--- config.mk ---
export PLATFORM = sky130hd
export DESIGN_NAME = adpcm_stream_ctrl
export DESIGN_NICKNAME = d
export VERILOG_FILES = /design/src/rtl/adpcm_stream_ctrl.sv
export SDC_FILE = /design/constraint.sdc
export NUM_CORES = 1
export LEC_CHECK = 0
export BUFFER_PORTS_ARGS = -buffer_cell sky130_fd_sc_hd__buf_2
export CORE_MARGIN = 5
export CORE_UTILIZATION = 60
export CTS_BUF_LIST = sky130_fd_sc_hd__clkbuf_4 sky130_fd_sc_hd__clkbuf_8 sky130_fd_sc_hd__clkbuf_16
export DETAILED_ROUTE_END_ITERATION = 8
export HOLD_SLACK_MARGIN = 0.15
export PLACE_DENSITY = 0.8
export SETUP_SLACK_MARGIN = 0.1
export SYNTH_ARGS = -nofsm -noshare
export SYNTH_HDL_FRONTEND = slang
export SYNTH_SLANG_ARGS = --single-unit
--- constraint.sdc ---
create_clock -name clk -period 3.2 [get_ports clk]
set_input_delay 0.16 -clock clk [delete_from_list [all_inputs] [get_ports clk]]
set_output_delay 0.16 -clock clk [all_outputs]
set_load 0.01 [all_outputs]
--- src/rtl/adpcm_stream_ctrl.sv ---
// ADPCM capture sequencer: PDM tick and decimation timing, CIC warm-up discard,
// nibble-to-byte packing and a small byte FIFO behind a valid/ready port.
//
// state  | meaning
// IDLE   | waiting for start; bytes already buffered still drain to the consumer
// WARMUP | compressor enabled, encoded nibbles discarded while the CIC settles
// RUN    | nibbles packed high-then-low into bytes and pushed to the FIFO
// DRAIN  | compressor off; flush any half byte, wait for the FIFO to empty
module adpcm_stream_ctrl #(
    parameter int DECIM      = 64,
    parameter int WARMUP     = 4,
    parameter int FIFO_DEPTH = 4,
    parameter int DIV_W      = 8
) (
    input  logic             clk,
    input  logic             rst_n,
    input  logic             start,
    input  logic             stop,
    input  logic [DIV_W-1:0] cfg_div,
    output logic             pdm_clk_en,
    output logic             dec_strobe,
    output logic             block_enable,
    input  logic             enc_valid,
    input  logic [3:0]       enc_pcm,
    output logic [7:0]       byte_data,
    output logic             byte_valid,
    input  logic             byte_ready,
    output logic             overflow,
    output logic             busy
);

    localparam int DEC_W  = $clog2(DECIM);
    localparam int WARM_W = (WARMUP > 0) ? $clog2(WARMUP + 1) : 1;
    localparam int PTR_W  = $clog2(FIFO_DEPTH);
    localparam int CNT_W  = PTR_W + 1;

    typedef enum logic [1:0] {
        S_IDLE   = 2'd0,
        S_WARMUP = 2'd1,
        S_RUN    = 2'd2,
        S_DRAIN  = 2'd3
    } state_t;

    state_t             state;
    logic [DIV_W-1:0]   div_q;
    logic [DIV_W-1:0]   tick_cnt;
    logic [DEC_W-1:0]   dec_cnt;
    logic [WARM_W-1:0]  warm_cnt;
    logic [3:0]         hold_nib;
    logic               pack_flag;

    logic [7:0]         mem [FIFO_DEPTH];
    logic [PTR_W-1:0]   wr_ptr;
    logic [PTR_W-1:0]   rd_ptr;
    logic [CNT_W-1:0]   count;

    logic               start_go;
    logic               fifo_empty;
    logic               fifo_full;
    logic               pop;
    logic               push_req;
    logic [7:0]         push_byte;
    logic               push_ok;
    logic               drop;

    assign start_go   = (state == S_IDLE) && start;
    assign fifo_empty = (count == '0);
    assign fifo_full  = (count == CNT_W'(FIFO_DEPTH));
    assign pop        = !fifo_empty && byte_ready;

    assign pdm_clk_en = block_enable && (tick_cnt == '0);
    assign dec_strobe = pdm_clk_en && (dec_cnt == '0);

    assign byte_valid = !fifo_empty;
    assign byte_data  = byte_valid ? mem[rd_ptr] : 8'h00;
    assign busy       = (state != S_IDLE);

    // A second nibble in RUN completes a byte; DRAIN flushes a held half byte.
    always_comb begin
        push_req  = 1'b0;
        push_byte = 8'h00;
        if ((state == S_RUN) && enc_valid && pack_flag) begin
            push_req  = 1'b1;
            push_byte = {hold_nib, enc_pcm};
        end else if ((state == S_DRAIN) && pack_flag) begin
            push_req  = 1'b1;
            push_byte = {hold_nib, 4'h0};
        end
    end

    // A full FIFO still accepts a push when the head leaves in the same cycle.
    assign push_ok = push_req && (!fifo_full || pop);
    assign drop    = push_req && fifo_full && !pop;

    always_ff @(posedge clk or negedge rst_n) begin
        if (!rst_n) begin
            state        <= S_IDLE;
            block_enable <= 1'b0;
            div_q        <= '0;
            warm_cnt     <= '0;
            hold_nib     <= 4'h0;
            pack_flag    <= 1'b0;
            overflow     <= 1'b0;
        end else begin
            case (state)
                S_IDLE: begin
                    if (start) begin
                        div_q        <= cfg_div;
                        warm_cnt     <= WARM_W'(WARMUP);
                        pack_flag    <= 1'b0;
                        overflow     <= 1'b0;
                        block_enable <= 1'b1;
                        state        <= (WARMUP == 0) ? S_RUN : S_WARMUP;
                    end
                end
                S_WARMUP: begin
                    if (stop) begin
                        block_enable <= 1'b0;
                        state        <= S_IDLE;
                    end else if (enc_valid) begin
                        if (warm_cnt == WARM_W'(1)) begin
                            state <= S_RUN;
                        end else begin
                            warm_cnt <= warm_cnt - WARM_W'(1);
                        end
                    end
                end
                S_RUN: begin
                    if (enc_valid) begin
                        if (pack_flag) begin
                            pack_flag <= 1'b0;
                        end else begin
                            hold_nib  <= enc_pcm;
                            pack_flag <= 1'b1;
                        end
                    end
                    if (stop) begin
                        block_enable <= 1'b0;
                        state        <= S_DRAIN;
                    end
                end
                S_DRAIN: begin
                    if (pack_flag) begin
                        pack_flag <= 1'b0;
                    end else if (fifo_empty) begin
                        state <= S_IDLE;
                    end
                end
                default: begin
                    block_enable <= 1'b0;
                    state        <= S_IDLE;
                end
            endcase
            if (drop) begin
                overflow <= 1'b1;
            end
        end
    end

    // Tick and decimation timers are down-counters reloaded at terminal count.
    always_ff @(posedge clk or negedge rst_n) begin
        if (!rst_n) begin
            tick_cnt <= '0;
            dec_cnt  <= '0;
        end else if (start_go) begin
            tick_cnt <= cfg_div;
            dec_cnt  <= DEC_W'(DECIM - 1);
        end else if (block_enable) begin
            if (tick_cnt == '0) begin
                tick_cnt <= div_q;
                if (dec_cnt == '0) begin
                    dec_cnt <= DEC_W'(DECIM - 1);
                end else begin
                    dec_cnt <= dec_cnt - DEC_W'(1);
                end
            end else begin
                tick_cnt <= tick_cnt - DIV_W'(1);
            end
        end
    end

    always_ff @(posedge clk or negedge rst_n) begin
        if (!rst_n) begin
            for (int i = 0; i < FIFO_DEPTH; i++) begin
                mem[i] <= 8'h00;
            end
            wr_ptr <= '0;
            rd_ptr <= '0;
            count  <= '0;
        end else begin
            if (push_ok) begin
                mem[wr_ptr] <= push_byte;
                wr_ptr      <= wr_ptr + PTR_W'(1);
            end
            if (pop) begin
                rd_ptr <= rd_ptr + PTR_W'(1);
            end
            case ({push_ok, pop})
                2'b10:   count <= count + CNT_W'(1);
                2'b01:   count <= count - CNT_W'(1);
                default: count <= count;
            endcase
        end
    end

endmodule

# --- Word level (Yosys, flattened, before mapping) ---
# Cells that the tools add are included.
word_totals:
  ff_bits: 73
  input_bits: 18
  out_inout_bits: 14
op_classes:
  n_reduce_logical: 37
  add_sub_neg: 7
  n_bitwise: 3
  muxes: 41
  eq_ne: 18
  magnitude_cmp: 3
ops:
  columns: ["operator", "count"]
  rows:
  - ["8-bit two-way mux", 9]
  - ["32-bit bitwise mux", 1]
  - ["6-bit two-way mux", 4]
  - ["8-bit binary-select mux with 2-bit select", 1]
  - ["8-bit demux with 2-bit select", 1]
  - ["2-bit inequality test (second input constant)", 8]
  - ["2-bit nonzero test", 8]
  - ["2-bit two-way mux", 7]
  - ["3-bit two-way mux", 4]
  - ["3-bit case mux with 2 select lines", 2]
  - ["1-bit logical AND", 11]
  - ["1-bit two-way mux", 9]
  - ["3-bit AND reduction", 3]
  - ["8-bit zero test", 1]
  - ["2-bit case mux with 4 select lines", 1]
  - ["8-bit by 1-bit subtractor with 8-bit output (second input constant)", 1]
  - ["2-bit equality test (second input constant)", 3]
  - ["3-bit greater-or-equal comparator (second input constant)", 2]
  - ["6-bit zero test", 1]
  - ["3-bit inequality test (second input constant)", 2]
  - ["2-bit inverter with 3-bit output", 2]
  - ["2-bit AND reduction", 3]
  - ["6-bit AND reduction", 1]
  - ["3-bit by 1-bit subtractor with 3-bit output (second input constant)", 2]
  - ["other kinds (18)", 22]

# --- Longest topological paths before layout ---
# Gate-level depths: netlist of the first run.
logic_depth:
  word_depth: 8
  depth_mapped: 12
  depth_no_buf: 10

# --- Least setup slack after synthesis of the first run ---
# OpenSTA, ideal clock, no wires.
synth_path:
  path_type: "register to register"
  from: "register state[0]"
  to: "register count[2]"
  stages_incl_launch_ff: 11
  required_time_ns: 3.069
  setup_time_ns: 0.131
  path_slack_ns: 0.849
  period_less_slack_ns: 2.351
  arrival_ns: 2.220
  path_cell_list: "dfrtp_1 -> inv_1 -> ha_1 -> a21o_1 -> buf_6 -> and2_1 -> clkbuf_2 -> nor2_1 -> fa_1 -> and3_1 -> or3_1"
synth_between:
  elab_chain_len: 7
  elab_cells_between_ends: 12
  classes_between: "4 x eq/ne; 3 x mux; 5 x reduce/logical"
synth_rtl:
  columns: ["item", "line", "text"]
  rows:
  - ["start, declared", "44", "state_t state;"]
  - ["start signal, assigned", "113", "state <= (WARMUP == 0) ? S_RUN : S_WARMUP;"]
  - ["2-bit equality test (on tied branches)", "85, 82", null]
  - ["1-bit logical AND (on tied branches)", "85, 82", null]
  - ["1-bit two-way mux or 1-bit logical AND (tied branches)", "85, 82", null]
  - ["1-bit two-way mux *", "82", "if ((state == S_RUN) && enc_valid && pack_flag) begin"]
  - ["1-bit logical AND *", "92", "assign push_ok = push_req && (!fifo_full || pop);"]
  - ["2-bit by 1-bit equality test with 1-bit output or 2-bit equality test (tied branches)", "198", "case ({push_ok, pop})"]
  - ["3-bit case mux with 2 select lines or 2-bit nonzero test (tied branches)", null, null]
  - ["end signal, assigned", "199", "2'b10: count <= count + CNT_W'(1);"]
  - ["end signal, assigned", "200", "2'b01: count <= count - CNT_W'(1);"]
  - ["end signal, assigned", "201", "default: count <= count;"]
  - ["end, declared", "55", "logic [CNT_W-1:0] count;"]
# Mark *: on every way between the ends. The rest lies on a longest branch, timed or not.
# A chain may end at the register's enable or synchronous reset.

# --- Final worst setup path of the first run ---
# Same ends and word-level chain as after synthesis.

==> results.md, run 1 <==
- Worst Path Required: 3.43 ns
- Clk_lat worst skew: 0.34 ns
- 1st-iter DRT viols: 169
- NumNets Final: 441
- Critical path's largest stage delay: 0.45 ns
- DRT antenna net count: 0
- Async SR Flop Fraction: 1.00
- GRT Util Overall: 0.207
- Startpoint types: flop
- Post-DP HPWL: 5540 um
- CTS tree: done
- DR vias: 2896
- CTS max path bufs: 2
- Crit path from: state[0]$_DFFE_PN0P_
- Routed met1 length: 3650 um
- Vias in the first global route: 2991
- Cells after Synth: 368
- Reg2reg setup slack: 0.51 ns
- R2R Path Start: state[0]$_DFFE_PN0P_
- Met3 wire len: 241 um
- Hold path startpoint: byte_ready
- Leakage: 2.17 nW
- Initial Utilization: 0.607
- Post-synth EDFFs: 0
- Top_reg_cell synth: dfrtp_1
- Cell Rows: 30
- Max FO, Critical Path: 7
- Drt total wl: 8150 um
- Detailed-route wire length per cell: 16.6 um
- Inserted Clock Buffers: 9
- Top cell family by delay on the critical path: simple AND/OR/NAND/NOR gates
- Fmax: 372 MHz
- Top sig layer: met4
- Chip height: 92.5 um
- Final Setup Violations: 0
- Synth top area share: 0.448
- Clock sinks: 73
- Seq/Total Area, Yosys: 0.448
- Crit. End Element: flop
- Met2 wire length: 4150 um
- Final Hold Fails: 0
- VDD IR max: 399 uV
- Layout area overhead: 12.2%
- TNS Setup: 0 ns
- P per Cell Area: 759 nW/um^2
- Worst Reg-to-Reg Cells: 8
- Mapped Nets: 402
- Initial antenna violation count: 0
- Drt drc: 0
- Die Area: 8550 sq um
- H-tree levels: 3
- Setup Skew: 0.00727 ns
- DRT Pass-1 Iters: 4
- Port bufs: 31
- Post-CTS Setup Bufs: 0
- Core ar.: 6720 sq um
- Relative slew slack: 0.234
- Largest net degree at the start of global routing: 44
- Root Buffer: clkbuf_8
- Seq cells post-synth: 73
- Cell taking the most area after synthesis: dfrtp_1
- Ant diodes: 0
- Hold endpoint: rd_ptr[1]$_DFFE_PN0N_
- Critical R2R Capture: count[2]$_DFFE_PN0P_
- Vias/cell: 5.89
- Synth area leaders: dfrtp_1 (45%), mux2_2 (8.8%), ha_1 (4.6%), mux4_2 (4.4%), nand2_1 (3.7%)
- Final GP Congestion: 0.802
- # Max-Cap Violations: 0
- Final Critical Period: 2.69 ns
- Fillers: 513
- Hold Slack: 0.190 ns
- Worst hold stages: 3
- Hold WC Path Type: input pin to flop
- Critical-path cell list: inv_1 -> ha_1 -> a21o_1 -> and2_1 -> nor2_1 -> fa_1 -> and3_1 -> or3_1
- CTS resizes: 0
- Buf+Inv Stages, Crit Path: 1
- Most frequent cell after synthesis: dfrtp_1
- Slew Limit Fails: 0
- Syn Std Cell Area: 4080 sq um
- Setup CP Type: flop to flop
- CP arrival: 2.92 ns
- Cell variety after synth: 65
- RSZ-0062 raised after global routing: no
- Outcome: finished clean
- Total design power: 3.47 mW
- Yosys Warn Count: 0
- Worst slew pin tran: 1.15 ns
- Slowest-stage cell, CP: dfrtp_1
- Period Utilization, post-route: 0.841
- Post-synthesis average cell area: 11.1 sq um
- List of most frequent post-synthesis cells: dfrtp_1 (73), nand2_1 (40), mux2_2 (32)
- Share of layout cells above drive strength 1: 0.260
- Register clock-pin slew on the reported worst setup and hold paths: 0.08 ns
- Die X-Extent: 92.5 um
- First-pass GRT wire length: 14100 um
- Total grt overflow: 0
- Hold-fix buffers, CTS: 13
- I/O Pins: 32
[cell usage in the layout (no fill, tap or decap), types with 9 or more instances in the layout]
master	count
a21oi_1	10
and2_1	9
buf_2	31
clkbuf_8	9
dfrtp_1	73
dlygate4sd3_1	13
ha_1	15
inv_1	18
mux2_2	32
nand2_1	40
nand2b_1	10
nor2_1	19
o21ai_0	17
[routing by layer]
layer | vias to the layer above | GRT usage
li1 | 1396 | -
met1 | 1436 | 0.266
met2 | 55 | 0.361
met3 | 9 | 0.0292
met4 | 0 | 0.0705
met5 | - | 0
[cell families (layout without fill, tap and decap cells)]
kind of cell | Yosys count | in the layout | synth area share
AO/OA/AOI/OAI | 66 | 66 | 0.120
AND/OR/NAND/NOR | 123 | 123 | 0.175
buffers and inverters | 37 | 81 | 0.0436
adder cells (fa/ha/maj) | 16 | 16 | 0.0509
XOR/XNOR | 6 | 6 | 0.0129
multiplexers | 47 | 47 | 0.150
flip-flops | 73 | 73 | 0.448
[report_power, final]
part / internal, mW / switching [mW] / total (mW)
registers: 1.17 / 0.322 / 1.49
logic: 0.593 / 0.658 / 1.25
clock network: 0.372 / 0.356 / 0.728
total: 2.14 / 1.34 / 3.47
[tightest hold or removal path, cell delays in order]
cell	delay, ns
buf_2	0.17
nand3_1	0.10
xnor2_1	0.06
[worst max path at each step]
stage / end / slack (ns) / cells after the start
floorplan: count[2]$_DFFE_PN0P_ / 0.85 / 10
global placement: count[2]$_DFFE_PN0P_ / 0.63 / 8
detailed placement: count[2]$_DFFE_PN0P_ / 0.52 / 8
CTS: count[2]$_DFFE_PN0P_ / 0.52 / 8
global route: count[2]$_DFFE_PN0P_ / 0.31 / 8
finish: count[2]$_DFFE_PN0P_ / 0.51 / 8
[cell type report]
class	instances	area [sq um]	share of cell area
multi-input cells	258	2070	0.453
flip-flops and latches	73	1830	0.399
repair buffers	47	308	0.0673
clock buffers	10	131	0.0287
well taps	80	100	0.0219
clock inverters	6	67.6	0.0148
inverters	18	67.6	0.0148
[registers in the layout (all words and copies together), names as in the netlist, named ones only]
name          cells
mem              32
div_q             8
tick_cnt          8
dec_cnt           6
hold_nib          4
count             3
warm_cnt          3
rd_ptr            2
wr_ptr            2
block_enable      1
overflow          1
pack_flag         1
state             1
[through the flow]
step	util	cell area [sq um]	setup slack, ns	cells
after CTS	0.681	4580	0.521	492
after detailed placement	0.632	4250	0.521	463
after floorplan	-	4080	0.849	368
final	0.681	4580	0.509	492
after global routing	0.681	4580	0.311	492
after global placement	0.632	4250	0.632	463
Power figures use the tool's default switching activity.
==> run 2, diff against run 1 <==
--- a/config.mk
+++ b/config.mk
@@ -5,6 +5,7 @@
 export SDC_FILE = /design/constraint.sdc
 export NUM_CORES = 1
 export LEC_CHECK = 0
+export ABC_AREA = 1
 export BUFFER_PORTS_ARGS = -buffer_cell sky130_fd_sc_hd__buf_2
 export CORE_MARGIN = 5
 export CORE_UTILIZATION = 60
==> constraint.sdc (replaced) <==
create_clock -name clk -period 2.7 [get_ports clk]
set_input_delay 0.135 -clock clk [delete_from_list [all_inputs] [get_ports clk]]
set_output_delay 0.135 -clock clk [all_outputs]
set_load 0.01 [all_outputs]
==> run 2 against run 1 <==
Effect of this change: final area down 1.4%; highest routed layer unchanged; largest cell class is now flip-flops and latches; total power up 34%; count of clock-buffer cells in the layout up 4; via count up 14%; critical endpoint is now byte_data[2]; core utilization up 3.0 points; critical path type is now flop to primary output.
==> results.md, run 2 <==
- DRT Pass-1 Iters: 4
- Synth top area share: 0.465
- Post-DP HPWL: 5960 um
- Final Hold Fails: 0
- Cell variety after synth: 28
- Post-synthesis average cell area: 8.01 sq um
- Core ar.: 6350 sq um
- Critical-path cell list: inv_2 -> a21oi_1 -> o21ai_0 -> a21oi_1 -> buf_2
- Setup Skew: 0.00912 ns
- Most frequent cell after synthesis: nand2_1
- Critical Path End: byte_data[2]
- Async SR Flop Fraction: 1.00
- Post-synth EDFFs: 0
- Setup CP Type: flop to primary output
- Leakage: 2.40 nW
- Biggest register: mem
- Mapped Nets: 525
- Syn Std Cell Area: 3930 sq um
- Initial Utilization: 0.619
- Hold WC Path Type: input pin to flop
- NumNets Final: 574
- First-pass GRT wire length: 14800 um
- Outcome: finished clean
- Worst Reg-to-Reg Cells: 12
- Final GP Congestion: 0.891
- Slew Limit Fails: 0
- Drt drc: 0
- Largest net degree at the start of global routing: 43
- Critical path's largest stage delay: 0.74 ns
- Vias in the first global route: 3270
- Period Utilization, post-route: 0.766
- Final Critical Period: 2.07 ns
- 1st-iter DRT viols: 167
- Root Buffer: clkbuf_8
- CP arrival: 1.93 ns
- VDD IR max: 591 uV
- Layout area overhead: 14.8%
- Combinational share of power: 0.414
- Part of the power in registers: 0.389
- Number of stages on the worst setup path: 5
- Fmax: 484 MHz
- Cell Rows: 29
- Post-CTS Setup Bufs: 0
- Cell taking the most area after synthesis: dfrtp_1
- Worst Path Required: 2.57 ns
- # Max-Cap Violations: 0
- Hold Slack: 0.270 ns
- Startpoint types: flop
- P per Cell Area: 1030 nW/um^2
- Largest registers: mem: 32 flops, div_q: 8 flops, tick_cnt: 8 flops
- Max FO, Critical Path: 18
- Clk_lat worst skew: 0.34 ns
- Register clock-pin slew on the reported worst setup and hold paths: 0.07 ns
- Detailed-route wire length per cell: 13.2 um
- CTS max path bufs: 2
- Die X-Extent: 91.0 um
- Die Area: 8270 sq um
- Most frequent cells in the layout: nand2_1 (115), dfrtp_1 (73), o21ai_0 (69), inv_1 (65), nor2_1 (50)
- Cells after Synth: 491
- Reg2reg setup slack: 0.70 ns
- Commonest non-fill, non-tap cell in the layout: nand2_1
- I/O Pins: 32
- TNS Setup: 0 ns
- CTS tree: done
- Slowest-stage cell, CP: dfrtp_1
- Critical R2R Capture: count[2]$_DFFE_PN0P_
- CTS resizes: 0
- Total grt overflow: 0
- List of most frequent post-synthesis cells: nand2_1 (115), dfrtp_1 (73), o21ai_0 (69)
- RSZ-0062 raised after global routing: no
- Max reg flops: 32
- Switch share: 0.415
- Final Setup Violations: 0
- Vias/cell: 5.28
- Buf+Inv Stages, Crit Path: 2
- Clock group share of total power: 0.197
- Share of layout cells above drive strength 1: 0.149
- Top_reg_cell synth: dfrtp_1
- Port bufs: 31
- Top cell family by delay on the critical path: flip-flops
- Pint: 2.73 mW
- Yosys Warn Count: 0
- Fillers: 491
- Seq cells post-synth: 73
- Initial antenna violation count: 0
- P_sw: 1.94 mW
- DR vias: 3287
- Inserted Clock Buffers: 9
- Drt total wl: 8240 um
- R2R Path Start: state[0]$_DFFE_PN0P_
- Synth area leaders: dfrtp_1 (46%), nand2_1 (11%), o21ai_0 (8.8%), inv_1 (6.2%), ha_1 (4.8%)
- Worst setup margin: 0.633 ns
- Crit path from: rd_ptr[0]$_DFFE_PN0N_
- Hold-fix buffers, CTS: 15
- Worst slew pin tran: 0.726 ns
- Critical path's most frequent cell: a21oi_1
- Setup WS pre-CTS: 0.674 ns
- Seq/Total Area, Yosys: 0.465
- H-tree levels: 3
- Chip height: 91.0 um
- Clock sinks: 73
- Crit. End Element: primary output
- Relative slew slack: 0.516
- DRT antenna net count: 0
- GRT Util Overall: 0.217
- Ant diodes: 0
[run 2: cell count changes after synthesis, sizes merged, moves of 12 or more]
cell   before  now
nand2      40  131
o21ai      19   79
inv        18   68
mux2       34    0
nor2       19   52
nand3       4   24
a21oi      10   26
and2       12    0
[run 2: cell type report]
| type | instances | area (sq um) | area share |
|---|---|---|---|
| Clock inverter | 2 | 35.0 | 0.00776 |
| Tap cell | 77 | 96.3 | 0.0213 |
| Sequential cell | 73 | 1830 | 0.405 |
| Clock buffer | 14 | 180 | 0.0399 |
| Timing Repair Buffer | 47 | 325 | 0.0721 |
| Inverter | 70 | 273 | 0.0604 |
| Multi-Input combinational cell | 339 | 1780 | 0.394 |
[run 2: power by group through the flow]
stage | clock network [mW] | logic (mW) | registers [mW]
final | 0.917 | 1.93 | 1.82
after detailed placement | 0 | 1.92 | 1.83
after global routing | 0.978 | 2.26 | 1.87
after floorplan | 0 | 1.52 | 1.71
after CTS | 0.930 | 1.94 | 1.81
after global placement | 0 | 1.84 | 1.81
[run 2: routing by layer]
layer	vias up	track usage	wire [um]
li1	1658	-	-
met1	1514	0.291	3740
met2	94	0.340	3820
met3	21	0.0446	433
met4	0	0.101	243
met5	-	0	0
[run 2: cell families (layout without fill, tap and decap cells)]
family                     count (synthesis)  after routing  share of synthesized area
and+or+nand+nor                          208            208                      0.235
buffers and inverters                     79            133                     0.0837
adders and majority gates                 16             16                     0.0528
xor gates and xnor gates                   5              5                     0.0111
DFF                                       73             73                      0.465
AOI/OAI and AO/OA                        110            110                      0.152
[run 2: worst min-delay path by stage]
stage                              end  startpoint  cells past startpoint  slack [ns]
6_report         pack_flag$_DFFE_PN0P_   enc_valid                      3        0.27
5_1_grt          pack_flag$_DFFE_PN0P_   enc_valid                      3        0.29
4_1_cts          pack_flag$_DFFE_PN0P_   enc_valid                      3        0.26
3_5_place_dp      state[0]$_DFFE_PN0P_       rst_n                      1        0.24
3_3_place_gp   warm_cnt[0]$_DFFE_PN0P_       rst_n                      1        0.23
2_1_floorplan                async pin       rst_n                      0       -0.16
[run 2: worst min-delay path, delay by kind of cell]
kind	cells	cell delay, ns
AOI/OAI and AO/OA	2	0.27
buffers and inverters	1	0.16
[run 2: metrics by stage]
step | util | power (mW) | instance area, sq um | std cells
floorplan | - | 3.22 | 3930 | 491
global placement | 0.653 | 3.65 | 4150 | 591
detailed placement | 0.653 | 3.75 | 4150 | 591
CTS | 0.711 | 4.69 | 4510 | 622
global route | 0.711 | 5.11 | 4510 | 622
finish | 0.711 | 4.67 | 4510 | 622
==> run 3, diff against run 2 <==
--- a/config.mk
+++ b/config.mk
@@ -5,14 +5,14 @@
 export SDC_FILE = /design/constraint.sdc
 export NUM_CORES = 1
 export LEC_CHECK = 0
-export ABC_AREA = 1
+export ABC_AREA = 0
 export BUFFER_PORTS_ARGS = -buffer_cell sky130_fd_sc_hd__buf_2
 export CORE_MARGIN = 5
-export CORE_UTILIZATION = 60
+export CORE_UTILIZATION = 54
 export CTS_BUF_LIST = sky130_fd_sc_hd__clkbuf_4 sky130_fd_sc_hd__clkbuf_8 sky130_fd_sc_hd__clkbuf_16
 export DETAILED_ROUTE_END_ITERATION = 8
 export HOLD_SLACK_MARGIN = 0.15
-export PLACE_DENSITY = 0.8
+export PLACE_DENSITY = 0.76
 export SETUP_SLACK_MARGIN = 0.1
 export SYNTH_ARGS = -nofsm -noshare
 export SYNTH_HDL_FRONTEND = slang
==> constraint.sdc (replaced) <==
create_clock -name clk -period 1.7 [get_ports clk]
set_input_delay 0.085 -clock clk [delete_from_list [all_inputs] [get_ports clk]]
set_output_delay 0.085 -clock clk [all_outputs]
set_load 0.01 [all_outputs]
==> run 3 against run 2 <==
Effect of this change: the flow now finishes with violations (negative setup slack); total power increased by 83%; register-to-register slack worse by 1.0 ns; largest cell class is now multi-input gates; cell count shrank 6.6%; critical endpoint is now count[2]$_DFFE_PN0P_; critical path depth is 4 higher; core utilization is 9.2 points higher; final area rose by 30%; die area up 14%; via count increased by 3.9%.
==> results.md, run 3 (synthesis results as in run 1) <==
- Outcome: finished with violations
- Failing checks: negative setup slack
- Largest net degree at the start of global routing: 74
- Hold WC Path Type: input pin to flop
- Critical R2R Capture: count[2]$_DFFE_PN0P_
- Final Hold Fails: 0
- Detailed-route wire length per cell: 19.6 um
- P per Cell Area: 1460 nW/um^2
- Leakage: 2.69 nW
- Layout area overhead: 43.5%
- # Max-Cap Violations: 0
- Fmax: 498 MHz
- Slew Limit Fails: 0
- Drt drc: 0
- NumNets Final: 511
- Chip height: 96.9 um
- Crit. End Element: flop
- Clock sinks: 73
- Commonest non-fill, non-tap cell in the layout: dfrtp_1
- VDD IR max: 988 uV
- Die Area: 9390 sq um
- Setup Skew: 0.00478 ns
- Cell Rows: 31
- Relative slew slack: 0.732
- Critical Path End: count[2]$_DFFE_PN0P_
- Most frequent cells in the layout: dfrtp_1 (68), buf_4 (41), nand2_1 (34), mux2_4 (28)
- Initial Utilization: 0.559
- Largest registers: mem: 32 flops, div_q: 8 flops, tick_cnt: 8 flops
- Slowest-stage cell, CP: dfrtp_2
- Vias in the first global route: 3442
- Final Setup Violations: 50
- 1st-iter DRT viols: 205
- DR vias: 3414
- Biggest register: mem
- Period Utilization, post-route: 1.18
- Worst setup margin: -0.307 ns
- Share of layout cells above drive strength 1: 0.488
- RSZ-0062 raised after global routing: yes
- Ant diodes: 0
- Root Buffer: clkbuf_8
- Initial antenna violation count: 0
- Reg2reg setup slack: -0.31 ns
- Register area: 1830 sq um
- Worst slew pin tran: 0.402 ns
- Max FO, Critical Path: 4
- First-pass GRT wire length: 16700 um
- Die X-Extent: 96.9 um
- Multi-input logic area: 2600 sq um
- Worst Reg-to-Reg Cells: 9
- Startpoint types: flop
- Worst Path Required: 1.94 ns
- DRT Pass-1 Iters: 5
- Critical path's largest stage delay: 0.46 ns
- Final Critical Period: 2.01 ns
- Total grt overflow: 0
- TNS Setup: -4.99 ns
- CP arrival: 2.24 ns
- Design Area, Final: 5850 sq um
- CTS tree: done
- Register clock-pin slew on the reported worst setup and hold paths: 0.08 ns
- Setup CP Type: flop to flop
- I/O Pins: 32
- Placed Instance Area: 4740 sq um
- Vias/cell: 5.88
- Post-DP HPWL: 6060 um
- Drt total wl: 11400 um
- H-tree levels: 3
- GRT Util Overall: 0.219
- Port bufs: 31
- Fillers: 428
- Final GP Congestion: 0.807
- Clk_lat worst skew: 0.36 ns
- Critical-path cell list: ha_4 -> a21o_1 -> and2_4 -> nor2_4 -> fa_2 -> nor2_1 -> o211ai_1 -> a21oi_1 -> or3_1
- DRT antenna net count: 0
- CTS max path bufs: 2
- Core ar.: 7290 sq um
- Max reg flops: 32
- Inserted Clock Buffers: 9
-- run 3: worst max-delay path: cells and delay by family (launching register included) --
family / cells / cell delay (ns)
adders and majority gates: 2 / 0.42
AOI/OAI and AO/OA: 3 / 0.34
DFF: 1 / 0.46
and+or+nand+nor: 4 / 0.68
-- run 3: how the worst min path moves through the flow --
| stage | end | slack [ns] | startpoint | depth (start not counted) |
|---|---|---|---|---|
| final | rd_ptr[0]$_DFFE_PN0N_ | 0.14 | byte_ready | 4 |
| after global routing | rd_ptr[0]$_DFFE_PN0N_ | 0.16 | byte_ready | 4 |
| after CTS | rd_ptr[0]$_DFFE_PN0N_ | 0.12 | byte_ready | 4 |
| after detailed placement | mem[12]$_DFFE_PN0P_ | 0.15 | rst_n | 2 |
| after global placement | mem[20]$_DFFE_PN0P_ | 0.14 | rst_n | 2 |
| after floorplan | async pin | -0.21 | rst_n | 0 |
-- run 3: what timing repair did --
action | CTS | global route
pin swaps | 27 | 22
buffers inserted | 17 | 7
hold buffers | 15 | 0
hold endpoints to repair | 94 | 0
gates cloned | 4 | 3
setup endpoints to repair | 78 | 71
resized for setup | 56 | 57
-- run 3: where the power goes --
part	leakage (nW)	switching [mW]	internal (mW)
logic	1.68	2.11	2.36
registers	0.918	0.545	2.22
clock network	0.0880	0.684	0.624
total	2.69	3.34	5.20
-- run 3: layer usage --
layer / GRT usage / wire [um] / vias to the layer above
li1: - / - / 1546
met1: 0.271 / 4470 / 1726
met2: 0.383 / 6120 / 111
met3: 0.0345 / 450 / 31
met4: 0.0864 / 351 / 0
met5: 0 / 0 / -
-- run 3: through the flow --
stage,hold WS [ns],power (mW),worst slack (ns),cells,utilization
after detailed placement,0.148,5.82,-0.293,520,0.650
after CTS,0.122,7.78,-0.250,571,0.748
after global routing,0.157,9.00,-0.395,581,0.803
after floorplan,-0.211,4.78,-0.527,368,-
after global placement,0.143,5.69,-0.224,520,0.650
final,0.140,8.54,-0.307,581,0.803
-- run 3: layout make-up --
cell class / count / area share
clock buffers: 12 / 0.0272
clock inverters: 4 / 0.00470
inverters: 18 / 0.0115
multi-input cells: 262 / 0.445
flip-flops and latches: 73 / 0.313
well taps: 99 / 0.0212
repair buffers: 113 / 0.177
